### src/rtl/regfile_wb_arbiter.sv
// Write-back arbiter: two requester FIFOs drained round-robin into the register file write port.
// Optional combinational forwarding lookup is enabled by defining WB_FORWARD_EN.
module regfile_wb_arbiter #(
  parameter int DEPTH = 2,
  parameter int AW    = 5,
  parameter int DW    = 32
) (
  input  logic          clk,
  input  logic          reset,
  input  logic          a_valid,
  output logic          a_ready,
  input  logic [AW-1:0] a_reg,
  input  logic [DW-1:0] a_data,
  input  logic          b_valid,
  output logic          b_ready,
  input  logic [AW-1:0] b_reg,
  input  logic [DW-1:0] b_data,
  output logic          regWrite,
  output logic [AW-1:0] write_reg,
  output logic [DW-1:0] write_data,
  output logic          busy
`ifdef WB_FORWARD_EN
  ,
  input  logic [AW-1:0] fwd_reg,
  output logic          fwd_hit,
  output logic [DW-1:0] fwd_data
`endif
);

  localparam int PW = $clog2(DEPTH);
  localparam int CW = PW + 1;

  // Index 0 is requester A, index 1 is requester B.
  logic [AW-1:0] reg_mem  [2][DEPTH];
  logic [DW-1:0] data_mem [2][DEPTH];
  logic [PW-1:0] wr_ptr   [2];
  logic [PW-1:0] rd_ptr   [2];
  logic [CW-1:0] count    [2];
  logic [AW-1:0] in_reg   [2];
  logic [DW-1:0] in_data  [2];

  logic [1:0]    in_valid;
  logic [1:0]    ready;
  logic [1:0]    not_empty;
  logic [1:0]    push;
  logic [1:0]    pop;
  logic          contested;
  logic          pref_b;
  logic          sel;
  logic [AW-1:0] pop_reg;
  logic [DW-1:0] pop_data;

  // NOTE: every signal written in always_comb gets a value on every path, so no latch is inferred.
  always_comb begin
    in_valid   = {b_valid, a_valid};
    in_reg[0]  = a_reg;
    in_reg[1]  = b_reg;
    in_data[0] = a_data;
    in_data[1] = b_data;
    for (int g = 0; g < 2; g++) begin
      ready[g]     = (count[g] != CW'(DEPTH));
      not_empty[g] = (count[g] != '0);
      push[g]      = in_valid[g] & ready[g];
    end
    contested = &not_empty;
    pop[0]    = not_empty[0] & (~not_empty[1] | ~pref_b);
    pop[1]    = not_empty[1] & (~not_empty[0] |  pref_b);
    sel       = pop[1];
    pop_reg   = reg_mem[sel][rd_ptr[sel]];
    pop_data  = data_mem[sel][rd_ptr[sel]];
  end

  assign a_ready = ready[0];
  assign b_ready = ready[1];
  assign busy    = (|not_empty) | regWrite;

  // NOTE: sequential state uses non-blocking assignments so all registers update from pre-edge values.
  always_ff @(posedge clk) begin
    if (reset) begin
      for (int g = 0; g < 2; g++) begin
        wr_ptr[g] <= '0;
        rd_ptr[g] <= '0;
        count[g]  <= '0;
      end
    end else begin
      for (int g = 0; g < 2; g++) begin
        if (push[g]) wr_ptr[g] <= wr_ptr[g] + PW'(1);
        if (pop[g])  rd_ptr[g] <= rd_ptr[g] + PW'(1);
        count[g] <= count[g] + CW'(push[g]) - CW'(pop[g]);
      end
    end
  end

  // NOTE: storage is deliberately not reset; the counts alone decide which entries are valid.
  always_ff @(posedge clk) begin
    for (int g = 0; g < 2; g++) begin
      if (push[g]) begin
        reg_mem[g][wr_ptr[g]]  <= in_reg[g];
        data_mem[g][wr_ptr[g]] <= in_data[g];
      end
    end
  end

  // Register-0 entries are still popped and loaded, only the write enable is suppressed.
  always_ff @(posedge clk) begin
    if (reset) begin
      regWrite   <= 1'b0;
      write_reg  <= '0;
      write_data <= '0;
      pref_b     <= 1'b0;
    end else begin
      if (|pop) begin
        write_reg  <= pop_reg;
        write_data <= pop_data;
        regWrite   <= (pop_reg != '0);
      end else begin
        regWrite   <= 1'b0;
      end
      if (contested) pref_b <= ~pref_b;
    end
  end

`ifdef WB_FORWARD_EN
  logic [1:0]    hit;
  logic [DW-1:0] hit_data [2];
  logic [PW-1:0] idx;

  // Scan oldest to newest so the last match left standing is the newest entry.
  always_comb begin
    idx      = '0;
    fwd_hit  = 1'b0;
    fwd_data = '0;
    for (int g = 0; g < 2; g++) begin
      hit[g]      = 1'b0;
      hit_data[g] = '0;
      for (int k = 0; k < DEPTH; k++) begin
        idx = rd_ptr[g] + PW'(k);
        if ((CW'(k) < count[g]) && (reg_mem[g][idx] == fwd_reg)) begin
          hit[g]      = 1'b1;
          hit_data[g] = data_mem[g][idx];
        end
      end
    end
    if (fwd_reg != '0) begin
      if (hit[0]) begin
        fwd_hit  = 1'b1;
        fwd_data = hit_data[0];
      end else if (hit[1]) begin
        fwd_hit  = 1'b1;
        fwd_data = hit_data[1];
      end else if (regWrite && (write_reg == fwd_reg)) begin
        fwd_hit  = 1'b1;
        fwd_data = write_data;
      end
    end
  end
`endif

endmodule

### config.mk
export PLATFORM = sky130hd
export DESIGN_NAME = regfile_wb_arbiter
export DESIGN_NICKNAME = d
export VERILOG_FILES = /design/src/rtl/regfile_wb_arbiter.sv
export SDC_FILE = /design/constraint.sdc
export NUM_CORES = 1
export LEC_CHECK = 0
export BUFFER_PORTS_ARGS = -buffer_cell sky130_fd_sc_hd__buf_2
export CAP_MARGIN = 25
export CELL_PAD_IN_SITES_DETAIL_PLACEMENT = 1
export CELL_PAD_IN_SITES_GLOBAL_PLACEMENT = 1
export CORE_UTILIZATION = 47
export CTS_CLUSTER_SIZE = 8
export DETAILED_ROUTE_END_ITERATION = 6
export GPL_TIMING_DRIVEN = 0
export PLACE_DENSITY_LB_ADDON = 0.1
export SKIP_LAST_GASP = 1
export SYNTH_ARGS = -nofsm -noshare
export SYNTH_HDL_FRONTEND = slang
export SYNTH_SLANG_ARGS = --single-unit
### constraint.sdc
create_clock -name clk -period 3.8 [get_ports clk]
set_clock_uncertainty 0.2 [all_clocks]
set_input_delay 0.76 -clock clk [delete_from_list [all_inputs] [get_ports clk]]
set_output_delay 0.76 -clock clk [all_outputs]
set_load 0.03 [all_outputs]
; ---- Word-level counts from Yosys, hierarchy flattened
; Memories as Yosys holds them, arrays and structs flattened.
; Index checks and enable logic that the tools add are counted.
[totals]
ramBits = 156
reg_bits = 39
out_inout_bits = 41
n_memories = 5
[classes]
reduce_logical = 9
bitwise_logic = 20
mux = 39
n_eq_ne = 2
order_cmp = 5
n_addsub = 8
[memory_table]
columns = name, depth, width, read_ports, rd_ports_with_merged_regs, wr, line_no
row1 = data_mem, 2, 64, 1, 0, 2, 35  ; logic [DW-1:0] data_mem [2][DEPTH];
row2 = reg_mem, 2, 10, 1, 0, 2, 34  ; logic [AW-1:0] reg_mem [2][DEPTH];
row3 = count, 2, 2, 2, 0, 2, 38  ; logic [CW-1:0] count [2];
row4 = rd_ptr, 2, 1, 3, 0, 2, 37  ; logic [PW-1:0] rd_ptr [2];
row5 = wr_ptr, 2, 1, 2, 0, 2, 36  ; logic [PW-1:0] wr_ptr [2];
[op_table]
columns = op, count
row1 = $mux W32, 5
row2 = $mux W64, 2
row3 = $demux W32 S1, 2
row4 = $mux W5, 5
row5 = $mux W10, 2
row6 = $mux W1, 19
row7 = $demux W5 S1, 2
row8 = $or A1 B1 Y1, 9
row9 = $ge A2 B2 Y1 const B, 3
row10 = $not A1 Y2, 3
row11 = $reduce_or A2 Y1, 3
row12 = $reduce_bool A5 Y1, 1
row13 = $add A1 B1 Y1 const B, 4
row14 = $add A2 B1 Y2, 2
row15 = $and A1 B1 Y1, 4
row16 = $lt A2 B1 Y1 const B, 2
row17 = $mux W2, 2
row18 = $ne A2 B2 Y1 const B, 2
row19 = $not A1 Y1, 4
row20 = $reduce_bool A2 Y1, 2
row21 = $sub A2 B1 Y2, 2
row22 = $logic_and A1 B1 Y1, 2
row23 = $reduce_and A2 Y1, 1

; ---- Longest topological paths before layout
; Gate-level depths: netlist of the first run.
; An unclocked memory read counts as a cell.
[depth]
ltp_word = 10
depth_mapped = 12

; ---- Worst setup path before layout of the first run
; Ideal clock, no wire load.
[synth_timing]
path_kind = register -> register
start = memory count[0][0] (netlist bit)
end = memory data_mem[0][32] (netlist bit), enable pin
t_arrival_ps = 2477
path_stages_with_launch = 5
n_path_buf = 0
setup_slack_ps = 691
setup_time_ps = 431
period_less_slack_ps = 3109
cell_sequence = dfxtp_1 inv_1 nand2_1 nand2_1 nor2_1
[synth_lines]
columns = element, line_no
row1 = start: declaration, 38
row2 = end: declaration, 35

==> results.md, run 1 <==
- Commonest non-fill, non-tap cell in the layout: edfxtp_1
- 1st-iter DRT viols: 259
- Post-Place Worst Slack: 1258 ps
- RSZ-0062 raised after global routing: no
- Post-synthesis cell count: 468
- CTS Sinks: 195
- Peak VDD IR: 419.6 uV
- CTS tree: done
- GPL Wtd Cong: 0.7462
- Num rows: 45
- Tmin final: 2888 ps
- Drt total wl: 17.96 mm
- Clk buf depth: 2
- Setup-failing EPs final: 0
- Global-route total usage across every layer: 23.59%
- Core area: 15430 um2
- Max_cap viols: 0
- First-pass GRT wire length: 28.06 mm
- Clock Latency Late Sink: 430 ps
- Power Density: 819.6 nW/um2
- Synth Area in Simple Gates: 7.519%
- Vias in the first global route: 5068
- Synthesized flop and latch total: 195
- Die W: 128.6 um
- Worst slew margin: 48.83%
- Wire per inst: 21.56 um
- Synth unique cells: 37
- Leak Pwr: 3.319 nW
- Worst setup margin: 912.2 ps
- Max reg flops: 128
- Largest net degree at the start of global routing: 26
- Area leader, netlist: edfxtp_1
- Final Hold Vio Count: 0
- Clk pin slew, worst setup/hold paths: 70 ps
- GRT overflow: 0
- Drt via density: 5.539
- Hold buffer count at cts: 0
- Filler cells: 1529
- Crit path capture type: output pin
- Mean Syn Cell Area: 16.11 um2
- CP Data Required Time: 2840 ps
- Post-Syn Area: 7538 um2
- Commonest non-fill, non-tap cells in the layout: edfxtp_1 (152), buf_2 (130), a2111oi_0 (45), dfxtp_1 (43), nor2_1 (41)
- Synth Net Count: 550
- Fin crit share: 76.00%
- Sequential share of the synthesized area: 71.97%
- Share of cells above drive strength 1: 31.99%
- Vias post-DR: 4614
- Layout net count: 691
- Antenna cells: 0
- Synthesized-area fraction occupied by adder cells: 0.6639%
- Detail Placement HPWL: 12.42 mm
- Antenna violations before repair: 1
- Port Buffers: 118
- Max Fclk: 346.3 MHz
- Post-CTS sizing: 0
- # IOs: 119
- Combinational family with the most area after synthesis: compound AO/OA/AOI/OAI gates
- Drt first pass iters: 4
- Starting density of the core: 48.86%
- Most area-consuming cells after synthesis: edfxtp_1 (61%), dfxtp_1 (11%), a2111oi_0 (5.2%), mux2i_1 (4.8%), nor2b_1 (3.2%)
- Clock Tree Root: clkbuf_16
- Post-CTS Setup Bufs: 0
- Overall die height: 128.6 um
- Critical path class: register to output pin
- Final ANT Viol Nets: 0
- Worst EP arrival: 1930 ps
- Hold WC Path Type: input pin to register
- Area Overhead vs Synth: 20.20%
- Status: finished, final reports clean
- Synth warn: 0
- Post-synthesis xor/xnor area fraction: 0.5809%
- CP Max Fanout: 10
- Synth top area share: 60.55%
- Total Power: 7.426 mW
- R2r setup slk: 1230 ps
- Final Slew Violations: 0
- DIE AREA: 16550 um2
- Worst Tran Pin Value: 765.7 ps
- Multiplexer share of the synthesized area: 4.929%
- CTS Buf Count: 17
- CTS HTree Levels: 4
- Compound-Gate Fraction of Synth Area: 11.17%
- Critical Path Start Type: register
- DRC: 0
[cell type report]
| class | count | area, um2 | share of cell area [%] |
|---|---|---|---|
| Clock buffer | 22 | 454.2 | 5.012 |
| Clock inverter | 10 | 108.9 | 1.201 |
| Tap cell | 211 | 264.0 | 2.914 |
| Multi-Input combinational cell | 233 | 1892 | 20.88 |
| Buffer | 33 | 212.7 | 2.347 |
| Sequential cell | 195 | 5425 | 59.87 |
| Timing Repair Buffer | 122 | 678.2 | 7.484 |
| Inverter | 7 | 26.28 | 0.2900 |
[synthesized netlist by cell type]
master / count
or2b_1: 2
a21oi_1: 2
nor3_4: 1
a211oi_1: 2
a2111oi_2: 15
a2111o_1: 1
o21ai_2: 1
a2111oi_1: 9
nor2_2: 1
and2_1: 1
nand2_1: 4
xnor2_1: 2
nand2b_1: 3
buf_4: 3
or2_2: 1
buf_12: 2
a2111oi_0: 45
nor4_1: 4
nor3_1: 5
nor2_1: 43
clkbuf_1: 12
ha_1: 4
inv_2: 1
mux2_2: 1
inv_1: 6
nor2b_1: 39
mux2i_1: 36
xor2_1: 3
nand4_1: 1
buf_2: 12
dfxtp_1: 43
and3_1: 2
buf_6: 4
edfxtp_1: 152
o21ai_0: 1
a2111oi_4: 3
or2_4: 1
[worst max-delay path, stage by stage (launching register included)]
cell,delay (ps)
dfxtp_1,330
or2_4,270
nor3_4,270
buf_2,360
nand2b_1,80
buf_2,180
[metrics by stage]
| step | std cells | setup TNS (ps) | hold WS [ps] | area (um2) | utilization [%] |
|---|---|---|---|---|---|
| after detailed placement | 801 | 0 | 302.7 | 8498 | 55.09 |
| after CTS | 833 | 0 | 297.7 | 9061 | 58.73 |
| final | 833 | 0 | 313.1 | 9061 | 58.73 |
| after global placement | 797 | -40910 | 292.0 | 8393 | 54.40 |
| after global routing | 833 | 0 | 296.5 | 9061 | 58.73 |
| after floorplan | 468 | 0 | 307.3 | 7538 | - |
[worst paths after layout]
check	startpoint	endpoint	cells after the start
min	b_data[22]	data_mem[1][22]	1
min reg2reg	write_data[30]	write_data[30]	2
max	count[0][3]	busy	5
max reg2reg	count[0][1]	count[0][3]	12
[layer usage]
layer | global-route usage (%) | vias to the layer above | routed length, um
met5 | 0 | - | 8
met4 | 8.512 | 2 | 320
met3 | 4.699 | 26 | 675
met2 | 41.02 | 112 | 9244
met1 | 29.30 | 2345 | 7709
li1 | - | 2129 | -
[power breakdown]
group          switching, mW  internal (mW)  leakage [nW]
clock network          0.745          0.982         0.275
registers              0.193           2.76          1.78
logic                   1.79          0.963          1.26
total                   2.72           4.70          3.32
[cell families after synthesis]
kind of cell               count (synthesis)
xor gates and xnor gates                   5
buffers and inverters                     40
AOI/OAI and AO/OA                         79
adders and majority gates                  4
muxes                                     37
and+or+nand+nor                          108
DFF                                      195
(Power assumes the default switching activity.)
==> inputs of run 2 (changes only) <==
Settings changed: ABC_AREA set to 1, CORE_UTILIZATION 47 to 44.
Clock period 3.8 ns to 2.7 ns, I/O delays scaled along.
==> results.md, run 2 <==
- Fin Setup TNS: 0 ps (unchanged)
- Clock Tree Root: clkbuf_16 (unchanged)
- Critical path class: register to register (was register to output pin)
- Clock Latency Late Sink: 440 ps (was 430 ps)
- Detail Placement HPWL: 13.52 mm (was 12.42 mm)
- Mean Syn Cell Area: 11.64 um2 (was 16.11 um2)
- Wire per inst: 20.25 um (was 21.56 um)
- Synthesized flop and latch total: 195 (unchanged)
- Drt first pass iters: 5 (was 4)
- Hold_ws: 81.08 ps (was 313.1 ps)
- CP max stage delay: 420 ps (was 360 ps)
- Critical Path Start Type: register (unchanged)
- Dpl cells: 984 (was 801)
- DIE AREA: 17480 um2 (was 16550 um2)
- GPL Wtd Cong: 0.7574 (was 0.7462)
- RSZ-0062 raised after global routing: no (unchanged)
- Max Fclk: 401.5 MHz
- Synth Net Count: 723 (was 550)
- Crit path capture type: register (was output pin)
- Number of synthesized flops with an enable pin: 152 (unchanged)
- Ys flop type: edfxtp_1 (unchanged)
- GRT overflow: 0 (unchanged)
- Leak Pwr: 3.770 nW (was 3.319 nW)
- Num rows: 47 (was 45)
- CP Data Required Time: 2870 ps (was 2840 ps)
- Synth unique cells: 23 (was 37)
- FF-to-FF Start: count[0][3] (was count[0][1])
- Overall die height: 132.2 um (was 128.6 um)
- Worst Setup SP: count[0][3] (unchanged)
- Largest net degree at the start of global routing: 23 (was 26)
- Synth Area in Simple Gates: 21.84% (was 7.519%)
- Asr flop ratio synth: 0% (unchanged)
- Core area: 16580 um2 (was 15430 um2)
- Area Overhead vs Synth: 21.74% (was 20.20%)
- Drt total wl: 20.66 mm (was 17.96 mm)
- Clk buf depth: 2 (unchanged)
- Top cells by count, synth: nand2_1 (212), edfxtp_1 (152), nand3_1 (139) (was edfxtp_1 (152), a2111oi_0 (45), dfxtp_1 (43), nor2_1 (43), nor2b_1 (39))
- Clk pin slew, worst setup/hold paths: 80 ps (was 70 ps)
- Antenna violations before repair: 2 (was 1)
- Fin cells: 1020 (was 833)
- Worst setup margin: 209.6 ps (was 912.2 ps)
- Placed Instance Area: 8469 um2 (was 8498 um2)
- Vias post-DR: 5421 (was 4614)
- CTS tree: done (unchanged)
- Synth warn: 0 (unchanged)
- 1st-iter DRT viols: 364 (was 259)
- Most area-consuming cells after synthesis: edfxtp_1 (61%), dfxtp_1 (12%), nand2_1 (11%), nand3_1 (9.3%), buf_4 (0.91%) (was edfxtp_1 (61%), dfxtp_1 (11%), a2111oi_0 (5.2%), mux2i_1 (4.8%), nor2b_1 (3.2%))
- Sequential share of the synthesized area: 72.74% (was 71.97%)
- CP Max Fanout: 10 (unchanged)
- Power Density: 1219 nW/um2 (was 819.6 nW/um2)
- Max reg flops: 128 (unchanged)
- Critical path buffer and inverter count: 4 (was 2)
- Post-route cell area: 9080 um2 (was 9061 um2)
- Layout net count: 867 (was 691)
- Post-Syn Area: 7458 um2 (was 7538 um2)
- Compound-Gate Fraction of Synth Area: 1.141% (was 11.17%)
- Port Buffers: 118 (unchanged)
- Min-delay src: a_reg[3] (was b_data[22])
- Commonest non-fill, non-tap cells in the layout: nand2_1 (212), edfxtp_1 (152), nand3_1 (139), buf_2 (130), dfxtp_1 (43) (was edfxtp_1 (152), buf_2 (130), a2111oi_0 (45), dfxtp_1 (43), nor2_1 (41))
- Post-synthesis cell count: 641 (was 468)
- First-pass GRT wire length: 31.95 mm (was 28.06 mm)
- Synth top area share: 61.20% (was 60.55%)
- Worst slew margin: 42.32% (was 48.83%)
- Multiplexer share of the synthesized area: 0% (was 4.929%)
- Post-synthesis xor/xnor area fraction: 0.2349% (was 0.5809%)
- Final ANT Viol Nets: 0 (unchanged)
- Die W: 132.2 um (was 128.6 um)
- Fin crit share: 92.24%
- Commonest non-fill, non-tap cell in the layout: nand2_1 (was edfxtp_1)
- Count leader, synth: nand2_1 (was edfxtp_1)
- Drt via density: 5.315 (was 5.539)
- Starting density of the core: 44.98% (was 48.86%)
- Delay-heaviest family, CP: buffers and inverters (was simple AND/OR/NAND/NOR gates)
- Global-route total usage across every layer: 24.77% (was 23.59%)
- Synthesized-area fraction occupied by adder cells: 0.6710% (was 0.6639%)
- Final Hold Vio Count: 0 (unchanged)
- CTS HTree Levels: 4 (unchanged)
- Max_cap viols: 0 (unchanged)
- Peak VDD IR: 621.5 uV (was 419.6 uV)
- Hold WC Path Type: input pin to register (unchanged)
- Worst Tran Pin Value: 863.2 ps (was 765.7 ps)
- CP Cell Sequence: inv_2 -> nand2_1 -> nand2_1 -> nand2_2 -> buf_4 -> buf_4 -> ha_1 -> inv_1 -> ha_1 -> xor2_1 -> o21ai_0 -> a21oi_1 (was or2_4 -> nor3_4 -> buf_2 -> nand2b_1 -> buf_2)
- Share of cells above drive strength 1: 23.81% (was 31.99%)
- Status: finished, final reports clean (unchanged)
- Combinational family with the most area after synthesis: simple AND/OR/NAND/NOR gates (was compound AO/OA/AOI/OAI gates)
- Area leader, netlist: edfxtp_1 (unchanged)
- Setup-failing EPs final: 0 (unchanged)
- Tmin final: 2490 ps
- Vias in the first global route: 5845 (was 5068)
- Worst path slowest cell: dfxtp_1 (was buf_2)
- CTS Sinks: 195 (unchanged)
- Post-Place Worst Slack: 225.9 ps (was 1258 ps)
- Total Power: 11.07 mW (was 7.426 mW)
- DRC: 0 (unchanged)
- Final Slew Violations: 0 (unchanged)
- CTS Buf Count: 17 (unchanged)
- Worst EP arrival: 2660 ps (was 1930 ps)
- Post-layout util: 54.75% (was 58.73%)
- # IOs: 119 (unchanged)
-- run 2: area by class of cell --
type	count	area, um2
diodes	2	5.005
fillers	1827	7503
clock inverters	13	157.7
plain buffers	32	183.9
repair buffers	125	720.7
multi-input cells	396	1812
clock buffers	19	432.9
well taps	220	275.3
flip-flops and latches	195	5425
inverters	18	67.56
-- run 2: worst paths after layout --
kind	slack (ps)	cells past startpoint	to
max	210	12	count[0][3]
min	80	1	reg_mem[0][3]
max reg2reg	210	12	count[0][3]
min reg2reg	270	2	write_data[0]
-- run 2: where the power goes --
group | leakage (nW) | switching (mW) | internal (mW)
combinational | 1.71 | 3.12 | 1.26
sequential | 1.78 | 0.241 | 3.89
clock | 0.283 | 1.11 | 1.46
-- run 2: cells by family after synthesis --
family | Yosys count
and+or+nand+nor | 374
DFF | 195
buffers and inverters | 50
AOI/OAI and AO/OA | 16
adders and majority gates | 4
xor gates and xnor gates | 2
-- run 2: timing repair --
action	4_1_cts	5_1_grt
hold buffers	0	0
gates resized for setup	1	0
pin swaps	1	1
gates cloned	0	0
setup endpoints to repair	1	1
setup buffers	0	2
hold endpoints to repair	0	0
-- run 2: metal layers --
metal	wire (um)	global-route usage, %	up-vias	part of all wire (%)
met3	904	4.806	31	4.4
met5	0	0	-	0
met2	10790	43.36	144	52
met4	352	9.387	0	1.7
met1	8608	30.33	2742	42
li1	-	-	2504	-
==> inputs of run 3 (changes only) <==
Settings changed: BUFFER_PORTS_ARGS -buffer_cell sky130_fd_sc_hd__buf_2 to -buffer_cell sky130_fd_sc_hd__clkbuf_2, PLACE_DENSITY set to 0.84, PLACE_DENSITY_LB_ADDON 0.1 to not set.
==> results.md, run 3 (synthesis results as in run 2) <==
- Fin crit share: 91.52% (was 92.24%)
- Delay-heaviest family, CP: compound AO/OA/AOI/OAI gates (was buffers and inverters)
- Clk pin slew, worst setup/hold paths: 70 ps (was 80 ps)
- Status: finished, final reports clean (unchanged)
- Dpl cells: 983 (was 984)
- Largest net degree at the start of global routing: 27 (was 23)
- CP Data Required Time: 2860 ps (was 2870 ps)
- Worst setup margin: 229.0 ps (was 209.6 ps)
- Final ANT Viol Nets: 0 (unchanged)
- Worst EP arrival: 2630 ps (was 2660 ps)
- Power Internal: 6.647 mW (was 6.597 mW)
- Drt first pass iters: 5 (unchanged)
- Share of cells above drive strength 1: 23.27% (was 23.81%)
- CTS Sinks: 195 (unchanged)
- Die W: 132.2 um (unchanged)
- CP max stage delay: 360 ps (was 420 ps)
- Reg area: 5425 um2 (unchanged)
- GRT overflow: 0 (unchanged)
- First-pass GRT wire length: 32.68 mm (was 31.95 mm)
- Clock Latency Late Sink: 430 ps (was 440 ps)
- CTS tree: done (unchanged)
- Sw Ratio: 40.20% (was 40.41%)
- Commonest non-fill, non-tap cell in the layout: nand2_1 (unchanged)
- Max_cap viols: 0 (unchanged)
- Tmin final: 2471 ps (was 2490 ps)
- Final Hold Vio Count: 0 (unchanged)
- Post-Place Worst Slack: 255.8 ps (was 225.9 ps)
- Critical path class: register to register (unchanged)
- Max Fclk: 404.7 MHz (was 401.5 MHz)
- Worst Tran Pin Value: 825.6 ps (was 863.2 ps)
- Clk pwr share: 23.5% (was 23.2%)
- CP Max Fanout: 10 (unchanged)
- Overall die height: 132.2 um (unchanged)
- Fin cells: 1016 (was 1020)
- Critical Path Start Type: register (unchanged)
- Setup-failing EPs final: 0 (unchanged)
- 1st-iter DRT viols: 345 (was 364)
- Wire per inst: 21.00 um (was 20.25 um)
- CTS Buf Count: 17 (unchanged)
- Seq pwr share: 37.3% (about the same)
- Placed Instance Area: 8449 um2 (was 8469 um2)
- Crit path capture type: register (unchanged)
- Leak Pwr: 3.763 nW (was 3.770 nW)
- Layout net count: 865 (was 867)
- Drt via density: 5.398 (was 5.315)
- Antenna violations before repair: 0 (was 2)
- Global-route total usage across every layer: 25.18% (was 24.77%)
- Logic pwr share: 39.1% (was 39.5%)
- # IOs: 119 (unchanged)
- Power Density: 1227 nW/um2 (was 1219 nW/um2)
- Area occupied by multi-input gates: 1812 um2 (unchanged)
- Starting density of the core: 44.98% (unchanged)
- Critical path buffer and inverter count: 3 (was 4)
- Peak VDD IR: 675.1 uV (was 621.5 uV)
- Post-route cell area: 9057 um2 (was 9080 um2)
- CTS HTree Levels: 4 (unchanged)
- Commonest non-fill, non-tap cells in the layout: nand2_1 (212), edfxtp_1 (152), nand3_1 (139), clkbuf_2 (118), dfxtp_1 (43) (was nand2_1 (212), edfxtp_1 (152), nand3_1 (139), buf_2 (130), dfxtp_1 (43))
- Filler cells: 1803 (was 1827)
- Max reg flops: 128 (unchanged)
- Worst slew margin: 44.83% (was 42.32%)
- GPL Wtd Cong: 0.7840 (was 0.7574)
- Vias in the first global route: 6075 (was 5845)
- CP Cell Sequence: o21ai_1 -> nand2_2 -> buf_4 -> buf_4 -> ha_1 -> inv_1 -> ha_1 -> xor2_1 -> o21ai_0 -> a21oi_1 (was inv_2 -> nand2_1 -> nand2_1 -> nand2_2 -> buf_4 -> buf_4 -> ha_1 -> inv_1 -> ha_1 -> xor2_1 -> o21ai_0 -> a21oi_1)
- Final Slew Violations: 0 (unchanged)
- Num rows: 47 (unchanged)
- Vias post-DR: 5484 (was 5421)
- Area Overhead vs Synth: 21.44% (was 21.74%)
- Clock Tree Root: clkbuf_16 (unchanged)
- RSZ-0062 raised after global routing: no (unchanged)
- DRC: 0 (unchanged)
- Detail Placement HPWL: 14.20 mm (was 13.52 mm)
- Clk buf depth: 2 (unchanged)
- Worst path slowest cell: dfxtp_1 (unchanged)
- Core area: 16580 um2 (unchanged)
- NetSw: 4.468 mW (was 4.475 mW)
- Hold WC Path Type: input pin to register (unchanged)
- Drt total wl: 21.34 mm (was 20.66 mm)
- DIE AREA: 17480 um2 (unchanged)
- Port Buffers: 118 (unchanged)
[run 3: cell type report]
| cell class | instances | share of cell area (%) |
|---|---|---|
| clock inverter | 12 | 1.823 |
| tap | 220 | 3.039 |
| sequential | 195 | 59.90 |
| buffer | 32 | 2.031 |
| antenna | 1 | 0.02763 |
| clock buffer | 19 | 4.780 |
| multi-input combinational | 396 | 20.00 |
| timing repair buffer | 123 | 7.653 |
| inverter | 18 | 0.7460 |
[run 3: what timing repair did]
action,CTS,global route
endpoints found under the setup margin,1,1
buffers inserted,0,1
pin swaps,1,1
gates resized for setup,0,0
hold buffers,0,0
[run 3: per-layer routing]
metal | global-route usage [%] | vias up | wire length, um
li1 | - | 2503 | -
met1 | 29.71 | 2752 | 8584
met2 | 45.18 | 187 | 11220
met3 | 4.537 | 42 | 1010
met4 | 10.60 | 0 | 526
met5 | 0 | - | 0
[run 3: path summary, 6_finish.rpt]
check / endpoint / cells after the start / start / slack (ps)
max: count[0][3] / 10 / count[0][3] / 230
min: data_mem[1][14] / 1 / b_data[14] / 90
max reg2reg: count[0][3] / 10 / count[0][3] / 230
min reg2reg: write_data[0] / 2 / write_data[0] / 270
[run 3: worst reg2reg max path, delay by kind of cell, from the launching register on]
kind	cells	cell delay [ps]
simple gates	1	200
flops	1	360
fa+ha+maj	2	480
xor+xnor	1	180
compound gates	3	520
buf+inv	3	460
[run 3: through the flow]
stage / setup TNS (ps) / util, % / total power, mW / hold WS [ps]
4_1_cts: 0 / 54.56 / 11.13 / 76.51
5_1_grt: 0 / 54.60 / 11.67 / 82.00
3_3_place_gp: -235240 / 50.20 / 8.151 / 264.5
2_1_floorplan: -41070 / - / 6.938 / 255.0
3_5_place_dp: 0 / 50.95 / 8.485 / 263.6
6_report: 0 / 54.62 / 11.12 / 90.30
[run 3: power by group through the flow]
stage / Sequential, mW / Combinational (mW) / Clock, mW
after floorplan: 4.55 / 2.39 / 0
final: 4.15 / 4.35 / 2.62
after global placement: 4.20 / 3.95 / 0
after global routing: 4.20 / 4.74 / 2.74
after detailed placement: 4.21 / 4.28 / 0
after CTS: 4.15 / 4.35 / 2.64
